<file path="src/rtl/neopix_frame_reader.sv">
// WS2812 frame reader: fetches GRB words from the frame buffer and
// serialises them onto one NeoPixel data line, then holds the latch low.
module neopix_frame_reader #(
    parameter int NUM_LEDS  = 8,
    parameter int ADDR_W    = 9,
    parameter int T0H_CYC   = 20,
    parameter int T1H_CYC   = 40,
    parameter int BIT_CYC   = 63,
    parameter int RESET_CYC = 3000
) (
    input  logic              clock,
    input  logic              reset_n,
    input  logic              start,
    output logic [ADDR_W-1:0] rdaddress,
    input  logic [31:0]       q,
    output logic              busy,
    output logic              done,
    output logic              dout
);

    localparam int MAXC = (BIT_CYC > RESET_CYC) ? BIT_CYC : RESET_CYC;
    localparam int CW   = $clog2(MAXC);
    localparam int LW   = ADDR_W + 1;

    localparam logic [CW-1:0] BIT_LAST = CW'(BIT_CYC - 1);
    localparam logic [CW-1:0] RST_LAST = CW'(RESET_CYC - 1);
    localparam logic [CW-1:0] T0H      = CW'(T0H_CYC);
    localparam logic [CW-1:0] T1H      = CW'(T1H_CYC);
    localparam logic [CW-1:0] RD_LAT   = CW'(2);
    localparam logic [CW-1:0] PF_CAP   = CW'(3);
    localparam logic [LW-1:0] LED_LAST = LW'(NUM_LEDS - 1);

    typedef enum logic [1:0] {IDLE, FETCH, SHIFT, LATCH} state_t;

    state_t            state_q;
    logic [ADDR_W-1:0] rdaddr_q;
    logic              busy_q;
    logic              done_q;
    logic              dout_q;
    logic [23:0]       shreg_q;
    logic [23:0]       nxt_q;
    logic [LW-1:0]     led_cnt_q;
    logic [4:0]        bit_idx_q;
    logic [CW-1:0]     bit_cnt_q;

    // dout is registered, so it is computed from the count it will hold next
    function automatic logic hi(input logic b, input logic [CW-1:0] c);
        hi = c < (b ? T1H : T0H);
    endfunction

    always_ff @(posedge clock or negedge reset_n) begin
        if (!reset_n) begin
            state_q   <= IDLE;
            rdaddr_q  <= '0;
            busy_q    <= 1'b0;
            done_q    <= 1'b0;
            dout_q    <= 1'b0;
            shreg_q   <= '0;
            nxt_q     <= '0;
            led_cnt_q <= '0;
            bit_idx_q <= '0;
            bit_cnt_q <= '0;
        end else begin
            done_q <= 1'b0;
            unique case (state_q)
                IDLE: begin
                    if (start && !done_q) begin
                        state_q   <= FETCH;
                        rdaddr_q  <= '0;
                        busy_q    <= 1'b1;
                        bit_cnt_q <= '0;
                    end
                end
                FETCH: begin
                    if (bit_cnt_q == RD_LAT) begin
                        shreg_q   <= q[23:0];
                        led_cnt_q <= '0;
                        bit_idx_q <= 5'd23;
                        bit_cnt_q <= '0;
                        dout_q    <= hi(q[23], '0);
                        state_q   <= SHIFT;
                    end else begin
                        bit_cnt_q <= bit_cnt_q + 1'b1;
                    end
                end
                SHIFT: begin
                    // next word is requested during bit 23 and lands in nxt 3 edges later
                    if (bit_idx_q == 5'd23 && bit_cnt_q == '0 && led_cnt_q < LED_LAST)
                        rdaddr_q <= ADDR_W'(led_cnt_q + 1'b1);
                    if (bit_idx_q == 5'd23 && bit_cnt_q == PF_CAP)
                        nxt_q <= q[23:0];
                    if (bit_cnt_q != BIT_LAST) begin
                        bit_cnt_q <= bit_cnt_q + 1'b1;
                        dout_q    <= hi(shreg_q[bit_idx_q], bit_cnt_q + 1'b1);
                    end else if (bit_idx_q != 5'd0) begin
                        bit_idx_q <= bit_idx_q - 5'd1;
                        bit_cnt_q <= '0;
                        dout_q    <= hi(shreg_q[bit_idx_q - 5'd1], '0);
                    end else if (led_cnt_q < LED_LAST) begin
                        shreg_q   <= nxt_q;
                        led_cnt_q <= led_cnt_q + 1'b1;
                        bit_idx_q <= 5'd23;
                        bit_cnt_q <= '0;
                        dout_q    <= hi(nxt_q[23], '0);
                    end else begin
                        state_q   <= LATCH;
                        bit_cnt_q <= '0;
                        dout_q    <= 1'b0;
                    end
                end
                LATCH: begin
                    if (bit_cnt_q == RST_LAST) begin
                        done_q    <= 1'b1;
                        busy_q    <= 1'b0;
                        bit_cnt_q <= '0;
                        state_q   <= IDLE;
                    end else begin
                        bit_cnt_q <= bit_cnt_q + 1'b1;
                    end
                end
                default: state_q <= IDLE;
            endcase
        end
    end

    assign rdaddress = rdaddr_q;
    assign busy      = busy_q;
    assign done      = done_q;
    assign dout      = dout_q;

endmodule
</file>
<file path="config.mk">
export PLATFORM = sky130hd
export DESIGN_NAME = neopix_frame_reader
export DESIGN_NICKNAME = d
export VERILOG_FILES = /design/src/rtl/neopix_frame_reader.sv
export SDC_FILE = /design/constraint.sdc
export NUM_CORES = 1
export LEC_CHECK = 0
export CAP_MARGIN = 20
export CORE_MARGIN = 1
export CORE_UTILIZATION = 50
export CTS_CLUSTER_SIZE = 8
export DETAILED_ROUTE_END_ITERATION = 8
export GPL_TIMING_DRIVEN = 0
export PLACE_DENSITY = 0.79
export SLEW_MARGIN = 5
export SYNTH_ARGS = -nofsm -noshare
export SYNTH_HDL_FRONTEND = slang
export SYNTH_SLANG_ARGS = --single-unit
</file>
<file path="constraint.sdc">
create_clock -name clock -period 4.13 [get_ports clock]
set_input_delay 0.6195 -clock clock [delete_from_list [all_inputs] [get_ports clock]]
set_output_delay 0.6195 -clock clock [all_outputs]
set_load 0.02 [all_outputs]
</file>
After elaboration in Yosys (flattened, before gate mapping)
Index checks and enable logic that the tools add are counted.
{"block": "classes", "n_lt_le_gt_ge": 7, "n_eq_ne": 17, "muxes": 48, "reduce_logical": 18, "n_addsub": 3}
{"operator": "$mux W24", "n": 4}
{"operator": "$mux W12", "n": 4}
{"operator": "$pmux W12 S4", "n": 1}
{"operator": "$pmux W24 S2", "n": 1}
{"operator": "$mux W10", "n": 4}
{"operator": "$eq A12 B2 Y1 const B", "n": 2}
{"operator": "$mux W6", "n": 4}
{"operator": "$mux W5", "n": 4}
{"operator": "$pmux W10 S2", "n": 1}
{"operator": "$lt A1 B6 Y1 const A", "n": 3}
{"operator": "$mux W9", "n": 2}
{"operator": "$pmux W9 S2", "n": 1}
{"operator": "$ne A2 B2 Y1 const B", "n": 8}
{"operator": "$add A12 B1 Y12 const B", "n": 1}
{"operator": "$eq A12 B12 Y1 const B", "n": 1}
{"operator": "$logic_not A12 Y1", "n": 1}
{"operator": "$lt A12 B6 Y1", "n": 1}
{"operator": "$lt A5 B6 Y1 const B", "n": 2}
{"operator": "$mux W2", "n": 6}
{"operator": "$ne A12 B6 Y1 const B", "n": 1}
{"operator": "$add A10 B1 Y10 const B", "n": 1}
{"operator": "$bmux W1 S5", "n": 2}
{"operator": "$lt A10 B3 Y1 const B", "n": 1}
{"operator": "$mux W1", "n": 10}
{"operator": "other kinds (18)", "n": 27}
{"block": "totals", "regBits": 89, "word_cells": 103, "input_bits": 35, "out_inout_bits": 12}

Longest topological paths before layout
Gate-level depths: netlist of the first run.
{"block": "logic_depth", "word_depth": 8, "mapped_depth": 12, "mapped_depth_nobuf": 11}

Worst setup path before layout of the first run
No wires, ideal clock.
{"block": "synth_timing", "path_kind": "register to register", "startpoint": "register bit_idx_q[0]", "endpoint": "register dout_q (netlist: dout)", "synth_period_minus_slack_ps": 2982, "path_buffers": 1, "arrival_time_ps": 2904, "t_required_ps": 4052, "setup_ps": 78, "path_stages_with_launch": 13, "path_slack_ps": 1148, "cell_sequence": "dfrtp_1 > buf_1 > mux4_2 > mux2_2 > nand3b_1 > o311ai_0 > inv_1 > ha_1 > nand3_1 > a21oi_1 > a2111oi_0 > a41oi_1 > a21oi_1"}
{"block": "synth_via", "elab_chain_cells": 8, "elab_cells_between_ends": 13, "cone_classes": "add/sub: 1; order compare: 2; mux: 9; reduce/logical: 1"}
{"item": "start: declaration", "line_no": "43", "source": "logic [4:0] bit_idx_q;"}
{"item": "start signal: assignment", "line_no": "96", "source": "bit_idx_q <= bit_idx_q - 5'd1;"}
{"item": "$sub A5 B1 Y5", "line_no": "98", "source": "dout_q <= hi(shreg_q[bit_idx_q - 5'd1], '0);"}
{"item": "$bmux W1 S5", "line_no": "98"}
{"item": "$mux W1 (implied by the code)", "line_no": "98"}
{"item": "$mux W6", "line_no": "48", "source": "hi = c < (b ? T1H : T0H);"}
{"item": "$lt A1 B6 Y1", "line_no": "48"}
{"item": "$mux W1", "line_no": "95", "source": "end else if (bit_idx_q != 5'd0) begin"}
{"item": "$mux W1 (*)", "line_no": "92", "source": "if (bit_cnt_q != BIT_LAST) begin"}
{"item": "$pmux W1 S2 (*)", "line_no": "65", "source": "unique case (state_q)"}
{"item": "end signal: assignment", "line_no": "94", "source": "dout_q <= hi(shreg_q[bit_idx_q], bit_cnt_q + 1'b1);"}
{"item": "end signal: assignment", "line_no": "98"}
{"item": "end signal: assignment", "line_no": "104", "source": "dout_q <= hi(nxt_q[23], '0);"}
{"item": "end: declaration", "line_no": "39", "source": "logic dout_q;"}
Mark *: on every way between the ends. The rest lies on a longest branch, timed or not. The select of a mux whose other input is x is not followed.
A chain may end at the register's enable or synchronous reset.

Final worst setup path of the first run
Same ends and word-level chain as after synthesis.

==> impl_results.md, run 1 <==
- Power density cells: 293.2 nW/µm²
- Ys Warns: 0
- Global-route usage over all layers: between 20 and 25%
- Die W: a little under 100 µm
- CTS H-tree depth: 3
- Measured slew at the worst slew-check pin: between 900 and 1000 ps
- Placer congestion estimate: 0.8915
- Num ports: 47
- CP required: 4420 ps
- Slew margin rel.: around two fifths
- Die height: 98.98 µm
- Sink Count: 89
- Starting Density: about half
- Post-synth EDFFs: 0
- Clk_lat worst skew: ~360 ps
- Final nets: around 540
- Fillcell total: 772
- Fin Clk Skew: between 10 and 15 ps
- Most used DFF post-synth: dfrtp_1
- Slowest CP cell: mux4_2
- Synth Register Bits: slightly below 90
- Post-CTS sizing: 0
- CTS hold repair buffers: 0
- CP max stage delay: between 500 and 600 ps
- WP depth: 12
- Status: finished, final reports clean
- Drt pass-1 iters: 4
- Final ANT Viol Nets: 0
- Netlist Area Pre-Place: 4702 µm²
- Post-CTS setup buffers: 0
- Global route overflow: 0
- Worst-path fanout max: 10
- Ys async rst share: 100.0%
- Diode count: 0
- Final Cycle Share: ~85%
- Worst Path Buf+Inv: 2
- Vias in the first global route: 3544
- Hold crit path type: primary input to async pin
- Reg2reg end: dout
- Reg clk slew, reported paths: about 90 ps
- CTS tree: yes
- First-pass GRT wire length: between 15000 and 20000 µm
- Lkg Pwr: approximately 0.0024 µW
- RSZ-0062 raised after global routing: false
- Cell family with most CP delay: compound AO/OA/AOI/OAI gates
- F_max: roughly 0.29 GHz
- Reg2Reg Launch Point: bit_idx_q[0]
- Critical path arrival: 3780 ps
- VDD IR max: about 0.00026 V
- WL/cell: around 16 µm
- Final Slew Violations: 0
- PortBufs: 38
- Drt total wl: between 9000 and 10000 µm
- Average size of a mapped cell: around 11 µm²
- Syn-to-layout area delta: 16.10%
- CP Cell Sequence: buf_1 > mux4_2 > mux2_2 > nand3b_1 > o311ai_0 > inv_1 > ha_1 > nand3_1 > a21oi_1 > a2111oi_0 > a41oi_1 > a21oi_1
- Critical path class: register to register
- Critical Path Start Type: register
- Root Driver: clkbuf_8
- Tmin final: between 3000 and 4000 ps
- CP most frequent cell: a21oi_1
- Pin count of the biggest net entering global routing: 63
- Setup-failing EPs final: 0
- Post-Synthesis Cells: 440
- Mean number of vias per cell: 5.678
- Longest Clk Path Bufs: 2
- CTS Buf Count: 9
- Final HPWL from detailed placement: between 6000 and 7000 µm
- Endpoint class of the critical path: register
- Die Area: between 9000 and 10000 µm²
- Hold_ws: about 170 ps
- Setup TNS: 0 ps
- Distinct cells, synth: 56
- Placed Instance Area: between 5000 and 6000 µm²
- Sequential-to-total area share from yosys stat: between 40% and 50%
- Fin. Hold Viols: 0
- Core footprint: ~9200 µm²
- Vias: 3441
- Syn_nets: 489
- Iter 0 DRT Violations: roughly 230
- Design Area, Final: 5459 µm²
- DR DRC count: 0
- # rows: 35
- Maxcap violations: 0
- Antenna violations before repair: 0
- Share of cells above drive strength 1: 12.12%
- R2R cell count: 12
- Register-to-Register Setup Slack: 640 ps
-- per-stage QoR --
step           utilization (%)  power, µW  std cells  worst slack, ps
6_report                 59.64       1601        606            638.0
5_1_grt                  59.64       1658        606            191.0
4_1_cts                  59.64       1617        606            604.2
3_5_place_dp             57.32      980.4        590            632.5
3_3_place_gp             57.05      974.9        589           -661.4
2_1_floorplan                -      927.1        440             1148
-- power by group --
part / internal, µW / switching, µW / total [µW]
Clock: 316 / 324 / 640
Sequential: 882 / 6.15 / 889
Combinational: 42.5 / 29.8 / 72.3
Total: 1240 / 359 / 1600
-- worst max path at each step --
| stage | startpoint | slack, ps | to |
|---|---|---|---|
| final | bit_idx_q[0] | 640 | dout |
| after global routing | bit_idx_q[0] | 190 | dout |
| after CTS | bit_idx_q[0] | 600 | dout |
| after detailed placement | bit_idx_q[0] | 630 | dout |
| after global placement | reset_n | -660 | nxt_q[15] |
| after floorplan | bit_idx_q[0] | 1150 | dout |
-- worst reg2reg max path: stages, from the launching register on --
cell       delay, ps
dfrtp_1          400
buf_1            540
mux4_2           580
mux2_2           270
nand3b_1          70
o311ai_0         300
inv_1            180
ha_1             270
nand3_1          130
a21oi_1           60
a2111oi_0        290
a41oi_1          180
a21oi_1          140
-- area by class of cell --
class,count,area (µm²),share of cell area (%)
clock inverter,5,61.31,1.123
sequential,89,2227,40.80
clock buffer,11,151.4,2.773
multi-input combinational,306,2257,41.35
buffer,26,146.4,2.682
timing repair buffer,39,405.4,7.426
tap,111,138.9,2.544
inverter,19,71.32,1.306
-- synth_stat cells (9+ instances only) --
library cell | count | area share, %
nor3_1 | 9 | 0.96
mux2_4 | 20 | 6.4
dfrtp_1 | 89 | 47
nand2_1 | 53 | 4.2
clkbuf_1 | 19 | 1.5
o21ai_0 | 38 | 4.0
nand3_1 | 13 | 1.4
inv_1 | 19 | 1.5
ha_1 | 14 | 3.7
a21oi_1 | 11 | 1.2
mux2i_1 | 36 | 7.7
nor2_1 | 10 | 0.80
and2_1 | 12 | 1.6
-- placed cells by master, fill, tap and decap left out, types with 3 or more instances in the layout --
cell type	instances
mux4_2	3
mux2_4	20
or2_2	3
xnor2_1	6
clkdlybuf4s50_1	37
mux2i_1	36
ha_1	14
clkbuf_1	19
a31oi_1	4
nor4_1	6
o21ai_0	38
mux2_2	6
inv_1	19
clkbuf_8	11
and2_1	12
nand2_1	53
o211ai_1	3
o41ai_1	4
o31ai_1	3
nor2_1	10
nor3_1	9
a21oi_1	11
nand4_1	3
nor2b_1	4
dfrtp_1	89
nand3_1	13
nand2b_1	6
a22o_1	3
or3_1	4
-- sequential cells by signal, indices dropped and copies added (netlist names) --
| signal | cells |
|---|---|
| rdaddress | 9 |
| bit_idx_q | 5 |
| led_cnt_q | 10 |
| state_q | 2 |
| shreg_q | 24 |
| busy | 1 |
| bit_cnt_q | 12 |
| done | 1 |
| dout | 1 |
| nxt_q | 24 |
-- logic make-up (layout without fill, tap and decap cells) --
| kind of cell | after synthesis | in the layout | share of synthesized area, % |
|---|---|---|---|
| AND/OR/NAND/NOR | 133 | 133 | 14.34 |
| flip-flops | 89 | 89 | 47.37 |
| AO/OA/AOI/OAI | 86 | 86 | 11.52 |
| multiplexers | 65 | 65 | 16.92 |
| buffers and inverters | 45 | 100 | 4.630 |
| adder cells (fa/ha/maj) | 14 | 14 | 3.725 |
| XOR/XNOR | 8 | 8 | 1.490 |
-- routing by layer --
| metal | wire (µm) | GRT usage, % |
|---|---|---|
| met5 | 0 | 0 |
| met4 | 206 | 8.955 |
| met3 | 435 | 5.745 |
| met2 | 4592 | 34.53 |
| met1 | 4385 | 28.25 |
No activity file was read; power rests on OpenSTA's default activity.
==> run 2: changes to the inputs <==
--- a/config.mk
+++ b/config.mk
@@ -11,7 +11,7 @@
 export CTS_CLUSTER_SIZE = 8
 export DETAILED_ROUTE_END_ITERATION = 8
 export GPL_TIMING_DRIVEN = 0
-export PLACE_DENSITY = 0.79
+export PLACE_DENSITY = 0.82
 export SLEW_MARGIN = 5
 export SYNTH_ARGS = -nofsm -noshare
 export SYNTH_HDL_FRONTEND = slang
==> constraint.sdc (replaced) <==
create_clock -name clock -period 3.08 [get_ports clock]
set_input_delay 0.462 -clock clock [delete_from_list [all_inputs] [get_ports clock]]
set_output_delay 0.462 -clock clock [all_outputs]
set_load 0.02 [all_outputs]
==> run 2 against run 1 <==
  * Via count up 1.6%
  * Clock power increased by 33%
  * Flip-flop and latch count stayed put
  * Hold slack better by 330 ps
  * First-iteration DRC count grew 8.2%
  * Register-to-register slack worse by 490 ps
  * Power up 34%
  * Clock skew shrank 2.6 ps
  * Global-route usage up 0.055 points
  * Sequential share of layout area fell by 0.36 points
  * Highest routed layer unchanged
==> impl_results.md, run 2 (synthesis gave the netlist of run 1 again) <==
- # rows: 35 (unchanged)
- CP required: 3370 ps (-1050 ps)
- Setup-failing EPs final: 0 (unchanged)
- Pin count of the biggest net entering global routing: 71 (+13%)
- RSZ-0062 raised after global routing: false
- Clk_lat worst skew: 370 ps (about the same)
- Fraction of power consumed by sequential logic: 55.6% (about the same)
- Global-route usage over all layers: 21.77% (+0.055 points)
- Slew margin rel.: 52.47% (+13 points)
- Clk pwr share: 39.8% (-0.2 points)
- Most common cell after layout, fill and taps aside: dfrtp_1
- PortBufs: 38 (unchanged)
- Drt pass-1 iters: 5 (+1)
- Global route overflow: 0 (unchanged)
- Fin Clk Skew: 8.558 ps (-2.582 ps)
- Root Driver: clkbuf_8
- CTS tree: yes
- P_int: 1650 µW (+33%)
- Vias: 3495 (+1.6%)
- WL/cell: 15.99 µm (+0.73%)
- Die Area: 9796 µm² (unchanged)
- Diode count: 0 (unchanged)
- Post-CTS setup buffers: 0 (unchanged)
- Die height: 98.98 µm (unchanged)
- Non-filler cells, final: 607 (+0.17%)
- Final HPWL from detailed placement: 6990 µm (+0.14%)
- Num ports: 47 (unchanged)
- Placer congestion estimate: 0.9001 (+0.96%)
- DR DRC count: 0 (unchanged)
- Final ANT Viol Nets: 0 (unchanged)
- Core footprint: 9153 µm² (unchanged)
- Measured slew at the worst slew-check pin: 713.0 ps (-187.8 ps)
- Maxcap violations: 0 (unchanged)
- Largest regs: nxt_q: 24 flops, shreg_q: 24 flops, bit_cnt_q: 12 flops
- Final Cycle Share: 95.27% (+11 points)
- Final Slew Violations: 0 (unchanged)
- Design Area, Final: 5508 µm² (+0.89%)
- VDD IR max: 0.0003722 V (+43%)
- Placed Instance Area: 5246 µm² (unchanged)
- Hold_ws: 491.3 ps (+325.7 ps)
- Iter 0 DRT Violations: 250 (+8.2%)
- Die W: 98.98 µm (unchanged)
- Status: finished, final reports clean
- Fin. Hold Viols: 0 (unchanged)
- Placed cells: 590 (unchanged)
- Final nets: 540 (+0.19%)
- Commonest non-fill, non-tap cells in the layout: dfrtp_1, nand2_1, o21ai_0, clkdlybuf4s50_1, mux2i_1
- Longest Clk Path Bufs: 2 (unchanged)
- Sink Count: 89 (unchanged)
- Power density cells: 389.2 nW/µm² (+33%)
- Net Sw Power: 494.1 µW (+37%)
- F_max: 0.3408 GHz (+19%)
- Drt total wl: 9706 µm (+0.89%)
- Tmin final: 2934 ps (-557.5 ps)
- Critical path arrival: 3230 ps (-550 ps)
- Syn-to-layout area delta: 17.14%
- Reg clk slew, reported paths: 90 ps (about the same)
- Sw Ratio: 23.05% (+0.59 points)
- First-pass GRT wire length: 16870 µm (+1.1%)
- CTS Buf Count: 9 (unchanged)
- Mean number of vias per cell: 5.758 (+1.4%)
- Endpoint class of the critical path: register
- Vias in the first global route: 3505 (-1.1%)
- Antenna violations before repair: 0 (unchanged)
- Critical path class: register to register
- Lkg Pwr: 0.002380 µW (+0.66%)
- Starting Density: 51.37% (unchanged)
- Comb power frac: 4.6% (about the same)
- Share of cells above drive strength 1: 13.31% (+1.2 points)
- Critical Path Start Type: register
- CTS H-tree depth: 3 (unchanged)
- Hold crit path type: register to register
- Worst-path fanout max: 10 (unchanged)
[run 2: path summary, 6_finish.rpt]
kind	from	to	slack, ps	cells after the start
max reg2reg	bit_idx_q[0]	dout	150	12
max in group asynchronous	reset_n	nxt_q[22]	1950	3
min	shreg_q[17]	shreg_q[17]	490	2
min in group asynchronous	reset_n	rdaddress[5]	520	2
min reg2reg	shreg_q[17]	shreg_q[17]	490	2
max	bit_idx_q[0]	dout	150	12
[run 2: layout make-up]
type / instances / area (µm²)
timing repair buffer: 40 / 415.4
clock inverter: 6 / 73.82
tap: 111 / 138.9
clock buffer: 10 / 137.6
inverter: 19 / 71.32
sequential: 89 / 2227
buffer: 26 / 156.4
fill: 726 / 3645
multi-input combinational: 306 / 2287
[run 2: per-stage QoR]
stage | setup WS [ps] | utilization [%] | power [µW] | TNS, ps
after floorplan | 98.35 | - | 1243 | 0
after global placement | -1536 | 57.05 | 1307 | -136610
after detailed placement | -450.4 | 57.32 | 1314 | -1533
after CTS | 54.15 | 59.86 | 2162 | 0
after global routing | 5.813 | 60.18 | 2221 | 0
final | 145.6 | 60.18 | 2144 | 0
[run 2: power groups by stage]
| stage | logic (µW) | registers [µW] | clock network, µW |
|---|---|---|---|
| 6_report | 97.9 | 1190 | 854 |
| 4_1_cts | 101 | 1190 | 869 |
| 3_5_place_dp | 99.1 | 1220 | 0 |
| 3_3_place_gp | 92.7 | 1210 | 0 |
| 5_1_grt | 109 | 1190 | 918 |
| 2_1_floorplan | 30.2 | 1210 | 0 |
[run 2: what timing repair did]
action / 4_1_cts / 5_1_grt
hold buffers: 1 / 0
setup endpoints to repair: 34 / 37
cloned: 0 / 0
endpoints found under the hold margin: 19 / 0
pin swaps: 0 / 0
resized for setup: 4 / 8
[run 2: critical path, cell delays in order, from the launching register on]
cell	delay, ps
dfrtp_1	420
buf_6	190
mux4_2	500
mux2_2	280
nand3b_1	150
o311ai_4	150
inv_1	120
ha_1	260
a21oi_1	140
o211ai_1	110
a211oi_1	230
a41oi_1	150
a21oi_1	150
[run 2: metal layers]
| metal | wire [µm] | track usage [%] |
|---|---|---|
| met2 | 4780 | 36.69 |
| met1 | 4388 | 28.78 |
| met3 | 471 | 4.965 |
| met5 | 0 | 0 |
| met4 | 65 | 4.707 |
